### config.mk
export PLATFORM = sky130hd
export DESIGN_NAME = frame_index_reader
export DESIGN_NICKNAME = d
export VERILOG_FILES = /design/src/rtl/stereo_pkg.sv /design/src/rtl/pixel_fifo.sv /design/src/rtl/frame_index_reader.sv
export SDC_FILE = /design/constraint.sdc
export NUM_CORES = 1
export LEC_CHECK = 0
export ABC_AREA = 1
export CAP_MARGIN = 15
export CORE_MARGIN = 2
export CORE_UTILIZATION = 55
export CTS_CLUSTER_DIAMETER = 50
export DETAILED_ROUTE_END_ITERATION = 10
export GPL_TIMING_DRIVEN = 0
export PLACE_DENSITY = 0.76
export SYNTH_ARGS = -nofsm -noshare
export SYNTH_HDL_FRONTEND = slang
export SYNTH_SLANG_ARGS = --single-unit
### constraint.sdc
create_clock -name clk_in -period 12.2 [get_ports clk_in]
set_clock_uncertainty 0.05 [all_clocks]
set_input_delay 3.66 -clock clk_in [delete_from_list [all_inputs] [get_ports clk_in]]
set_output_delay 3.66 -clock clk_in [all_outputs]
set_load 0.01 [all_outputs]
### src/rtl/stereo_pkg.sv
// Shared types for the stereo frame path: frame geometry defaults and the
// per-pixel position tag that travels alongside BRAM read data.
package stereo_pkg;

    localparam int FRAME_H = 320;
    localparam int FRAME_V = 240;
    localparam int PIXEL_W = 16;
    localparam int TAG_W   = 16;

    typedef logic [PIXEL_W-1:0] pixel_t;

    typedef struct packed {
        logic [TAG_W-1:0] h;
        logic [TAG_W-1:0] v;
        logic             last;
    } pix_tag_t;

    function automatic pix_tag_t make_tag(input logic [TAG_W-1:0] h,
                                          input logic [TAG_W-1:0] v,
                                          input logic             last);
        pix_tag_t t;
        t.h    = h;
        t.v    = v;
        t.last = last;
        return t;
    endfunction

endpackage

### src/rtl/pixel_fifo.sv
// Synchronous FIFO with registered storage; the head entry is presented
// directly from storage and an occupancy count is exported for credit tracking.
module pixel_fifo #(
    parameter int DEPTH = 4,
    parameter int WIDTH = 16
) (
    input  logic                       clk,
    input  logic                       rst,
    input  logic                       push,
    input  logic [WIDTH-1:0]           push_data,
    input  logic                       pop,
    output logic [WIDTH-1:0]           head_data,
    output logic [$clog2(DEPTH+1)-1:0] count
);

    localparam int PW = (DEPTH > 1) ? $clog2(DEPTH) : 1;
    localparam int CW = $clog2(DEPTH+1);

    logic [WIDTH-1:0] mem [DEPTH];
    logic [PW-1:0]    wr_ptr;
    logic [PW-1:0]    rd_ptr;
    logic             do_push;
    logic             do_pop;

    function automatic logic [PW-1:0] next_ptr(input logic [PW-1:0] p);
        return (p == PW'(DEPTH-1)) ? '0 : p + 1'b1;
    endfunction

    assign do_pop    = pop && (count != '0);
    assign do_push   = push && ((count != CW'(DEPTH)) || do_pop);
    assign head_data = mem[rd_ptr];

    always_ff @(posedge clk) begin
        if (rst) begin
            for (int unsigned i = 0; i < DEPTH; i++) begin
                mem[i] <= '0;
            end
            wr_ptr <= '0;
            rd_ptr <= '0;
            count  <= '0;
        end else begin
            if (do_push) begin
                mem[wr_ptr] <= push_data;
                wr_ptr      <= next_ptr(wr_ptr);
            end
            if (do_pop) begin
                rd_ptr <= next_ptr(rd_ptr);
            end
            if (do_push && !do_pop) begin
                count <= count + 1'b1;
            end else if (do_pop && !do_push) begin
                count <= count - 1'b1;
            end
        end
    end

endmodule

### src/rtl/frame_index_reader.sv
// Sweeps the frame BRAM in raster order on new_frame_in and streams each pixel
// with its (h,v,last) tag; reads are credit-limited so backpressure never drops data.
module frame_index_reader
    import stereo_pkg::*;
#(
    parameter int H_PIXELS    = FRAME_H,
    parameter int V_PIXELS    = FRAME_V,
    parameter int PIXEL_WIDTH = PIXEL_W,
    parameter int RAM_LATENCY = 2,
    parameter int FIFO_DEPTH  = 4
) (
    input  logic                                  clk_in,
    input  logic                                  rst_in,
    input  logic                                  new_frame_in,
    output logic [$clog2(H_PIXELS*V_PIXELS)-1:0]  addr_out,
    output logic                                  ram_en_out,
    input  logic [PIXEL_WIDTH-1:0]                ram_data_in,
    output logic [PIXEL_WIDTH-1:0]                pixel_out,
    output logic [$clog2(H_PIXELS)-1:0]           hcount_out,
    output logic [$clog2(V_PIXELS)-1:0]           vcount_out,
    output logic                                  last_out,
    output logic                                  valid_out,
    input  logic                                  ready_in,
    output logic                                  busy_out
);

    localparam int NPIX = H_PIXELS * V_PIXELS;
    localparam int AW   = $clog2(NPIX);
    localparam int HW   = $clog2(H_PIXELS);
    localparam int VW   = $clog2(V_PIXELS);
    localparam int CW   = $clog2(FIFO_DEPTH+1);
    localparam int TW   = $bits(pix_tag_t);
    localparam int FW   = PIXEL_WIDTH + TW;

    typedef enum logic [1:0] {IDLE, ISSUE, DRAIN} state_t;

    state_t                 state;
    logic [HW-1:0]          h_cnt;
    logic [VW-1:0]          v_cnt;
    logic [RAM_LATENCY-1:0] en_pipe;
    pix_tag_t               tag_pipe [RAM_LATENCY];
    logic [CW-1:0]          in_flight;
    logic [CW-1:0]          fifo_count;
    logic                   issue;
    logic                   last_issue;
    logic                   pop;
    logic [FW-1:0]          fifo_head;
    pix_tag_t               head_tag;
    logic                   unused_tag_bits;

    assign in_flight  = CW'($countones(en_pipe));
    assign last_issue = (addr_out == AW'(NPIX-1));
    // Credit excludes a same-cycle pop, so the FIFO can never be overrun.
    assign issue      = (state == ISSUE) &&
                        (({1'b0, in_flight} + {1'b0, fifo_count}) < (CW+1)'(FIFO_DEPTH));
    assign ram_en_out = issue;

    assign valid_out  = (fifo_count != '0);
    assign pop        = valid_out && ready_in;
    assign head_tag   = pix_tag_t'(fifo_head[TW-1:0]);
    assign pixel_out  = fifo_head[FW-1 -: PIXEL_WIDTH];
    assign hcount_out = head_tag.h[HW-1:0];
    assign vcount_out = head_tag.v[VW-1:0];
    assign last_out   = valid_out && head_tag.last;
    assign busy_out   = (state != IDLE);

    assign unused_tag_bits = ^{head_tag.h, head_tag.v};

    always_ff @(posedge clk_in) begin
        if (rst_in) begin
            state    <= IDLE;
            addr_out <= '0;
            h_cnt    <= '0;
            v_cnt    <= '0;
            en_pipe  <= '0;
            for (int unsigned i = 0; i < RAM_LATENCY; i++) begin
                tag_pipe[i] <= '0;
            end
        end else begin
            en_pipe[0]  <= issue;
            tag_pipe[0] <= make_tag(TAG_W'(h_cnt), TAG_W'(v_cnt), last_issue);
            for (int unsigned i = 1; i < RAM_LATENCY; i++) begin
                en_pipe[i]  <= en_pipe[i-1];
                tag_pipe[i] <= tag_pipe[i-1];
            end

            case (state)
                IDLE: begin
                    if (new_frame_in) begin
                        state    <= ISSUE;
                        addr_out <= '0;
                        h_cnt    <= '0;
                        v_cnt    <= '0;
                    end
                end
                ISSUE: begin
                    if (issue) begin
                        if (last_issue) begin
                            state <= DRAIN;
                        end else begin
                            addr_out <= addr_out + 1'b1;
                            if (h_cnt == HW'(H_PIXELS-1)) begin
                                h_cnt <= '0;
                                v_cnt <= v_cnt + 1'b1;
                            end else begin
                                h_cnt <= h_cnt + 1'b1;
                            end
                        end
                    end
                end
                DRAIN: begin
                    if (pop && head_tag.last) begin
                        state <= IDLE;
                    end
                end
                default: state <= IDLE;
            endcase
        end
    end

    pixel_fifo #(
        .DEPTH (FIFO_DEPTH),
        .WIDTH (FW)
    ) u_fifo (
        .clk       (clk_in),
        .rst       (rst_in),
        .push      (en_pipe[RAM_LATENCY-1]),
        .push_data ({ram_data_in, tag_pipe[RAM_LATENCY-1]}),
        .pop       (pop),
        .head_data (fifo_head),
        .count     (fifo_count)
    );

endmodule

==> run metrics, run 1 <==
num rows=48; Num Clock Sinks=219; CP bufs+invs=4; num ports=74; Initial Util=0.555; critical setup path kind=reg2out; cell area after synthesis=9500 um^2; syn nets=1059; wire length per cell=15.6 um; first-pass GRT wire length=34700 um; Internal Power=1.42 mW; Worst Setup End Kind=output pin; synth unique cells=37; Setup Fix Bufs, Post-CTS=0; Critical Path Fanout Max=10; maximum vdd drop=110 uV; Die Y=135 um; combinational cell fraction of total power=0.265; DRC viols=0; Worst Max-Slew Pin Slew=0.932 ns; Pleak=4.25 nW; H-tree depth=1; Worst path max stage delay=0.61 ns; Avg Inst Size Synth=9.22 um^2; core area=17100 um^2; worst path cell trace=inv_1 > clkbuf_1 > clkbuf_1 > nor2_1 > o22ai_1 > clkdlybuf4s50_1; post-detail-place hpwl=13700 um; most frequent CP cell=clkbuf_1; WP data arrival=2.95 ns; Total GRT Usage=0.237; most common cell after layout, fill and taps aside=nor2_1; CTS tree=done; Clock Tree Root=clkbuf_16; antenna violations before repair=0; Die ar.=18300 um^2; Final Setup Violations=0; Area Overhead vs Synth=18.8%; Pre-antenna DRT Iters=5; Final Hold Fails=0; max cap viols=0; Achievable Freq=0.150 GHz; Max Slew Vio Count=0; vias=7269; max_slew headroom=0.376; HP Class=reg2reg; setup tns final=0 ns; drt initial violations=527; hold_ws=0.349 ns; Clock Path Buffers=3; outcome=finished clean; Psw=0.619 mW; share of power burned in registers=0.418; main flop type after synthesis=edfxtp_1; worst path required time=8.49 ns; Crit-path slowest cell=clkdlybuf4s50_1; Clock transition at path regs=0.06 ns; Seq/Total Area, Yosys=0.605; switching fraction of total power=0.304; vias per cell=5.30; Post-Route WL=21400 um; period utilization=0.546; min Tclk post-route=6.66 ns; crit start category=flop; most frequent cells in the layout=nor2_1, edfxtp_1, inv_1; PortBufs=72; layout cells sized above 1=0.0907; overall power=2.04 mW; number of global-route vias before repair=7191; gpl congestion=0.858; CTS Buf Count=23; cts hold-fix bufs=0; fraction of registers with async set/reset=0; PwrDens=181 nW/um^2; post-CTS sizing=0; Nets=1159; antenna diode count=0; Synthesis Warnings=0; family with the most delay on the worst path=buffers and inverters; global route overflow=0; clock power share=0.317; antenna-violating nets left=0; filler cell count=1381; largest net degree at the start of global routing=35; clock latency on the worst-skew pair=0.49 ns; Synth Instances=1031; RSZ-0062 raised after global routing=no; Yosys reg bits=219; Die Wd=135 um; EDFF count, synth=136
-- flip-flops by register name, indices dropped and copies added, names as in the netlist, named ones only --
name,count
u_fifo.rd_ptr,2
en_pipe,2
h_cnt,9
u_fifo.count,3
u_fifo.wr_ptr,2
v_cnt,8
tag_pipe,36
u_fifo.mem,136
state,2
addr_out,17
-- cells in the mapped netlist, drive strengths merged, types with 2 or more instances --
cell,number,share of area
a21oi,23,0.017
o21ai,82,0.043
dfxtp,83,0.17
nand3b,3,0.0024
nor3,4,0.0021
o211ai,2,0.0016
nand3,32,0.019
inv,114,0.045
xor2,5,0.0046
clkbuf,23,0.0091
nand4,17,0.012
o22ai,34,0.022
o21bai,2,0.0016
xnor2,2,0.0018
buf,26,0.019
edfxtp,136,0.43
ha,7,0.0092
nor2,307,0.12
nand2,124,0.056
-- layer usage --
metal,global-route usage,wire length (um),part of all wire
met1,0.293,8940,0.42
met3,0.0337,1300,0.060
met2,0.423,10700,0.50
met4,0.0914,520,0.024
met5,0,0,0
-- power by group through the flow --
stage	Sequential, mW	Combinational [mW]	Clock [mW]
6_report	0.852	0.541	0.647
3_5_place_dp	0.868	0.538	0
2_1_floorplan	0.862	0.295	0
3_3_place_gp	0.868	0.526	0
4_1_cts	0.852	0.542	0.654
5_1_grt	0.857	0.592	0.686
-- per-stage QoR --
step	setup slack (ns)	cells	utilization	cell area, um^2
final	5.54	1372	0.659	11300
after global routing	5.41	1372	0.659	11300
after CTS	5.54	1372	0.659	11300
after detailed placement	5.87	1331	0.619	10600
after global placement	2.74	1328	0.614	10500
after floorplan	5.23	1031	-	9500
-- logic make-up (layout without fill, tap and decap cells) --
logic type	Yosys count	after routing	synth area share
and+or+nand+nor	488	488	0.216
DFF	219	219	0.605
buffers and inverters	163	279	0.0736
AOI/OAI and AO/OA	146	146	0.0881
adders and majority gates	8	8	0.0113
xor gates and xnor gates	7	7	0.00645
-- worst paths after layout --
kind | from | to | slack [ns] | cells past startpoint
min | tag_pipe[0][25]$_SDFF_PP0_ | tag_pipe[0][58]$_SDFF_PP0_ | 0.35 | 2
max reg2reg | u_fifo.count[0]$_SDFFE_PP0P_ | u_fifo.mem[2][33]$_SDFFCE_PN0P_ | 9.43 | 9
max | flop | vcount_out[3] | 5.54 | 6
min reg2reg | tag_pipe[0][25]$_SDFF_PP0_ | tag_pipe[0][58]$_SDFF_PP0_ | 0.35 | 2
-- worst min-delay path, stage by stage (launching register included) --
cell,delay [ns]
dfxtp_1,0.29
inv_1,0.04
nor2_1,0.03
-- cell type report --
| type | count | area [um^2] | share of cell area |
|---|---|---|---|
| Sequential cell | 219 | 5750 | 0.509 |
| Multi-Input combinational cell | 649 | 3080 | 0.273 |
| Timing Repair Buffer | 75 | 783 | 0.0694 |
| Clock buffer | 32 | 639 | 0.0566 |
| Inverter | 114 | 428 | 0.0379 |
| Tap cell | 225 | 282 | 0.0249 |
| Buffer | 49 | 272 | 0.0241 |
| Clock inverter | 9 | 57.6 | 0.00510 |
Note: power is estimated with default switching activity, not from simulation.
==> run 2: changes to the inputs <==
clock period = 6.2 ns   (was 12.2 ns; I/O delays follow)
==> results of run 2 <==
Same layout as run 1 (identical final DEF). Status: finished clean.
Main changes from that run: setup slack after placement 5.87 ns -> 1.67 ns; setup slack after layout 5.54 ns -> 1.34 ns; register-to-register setup slack 9.43 ns -> 3.43 ns; total power 2.04 mW -> 4.01 mW; worst IR drop on VDD 110 uV -> 217 uV
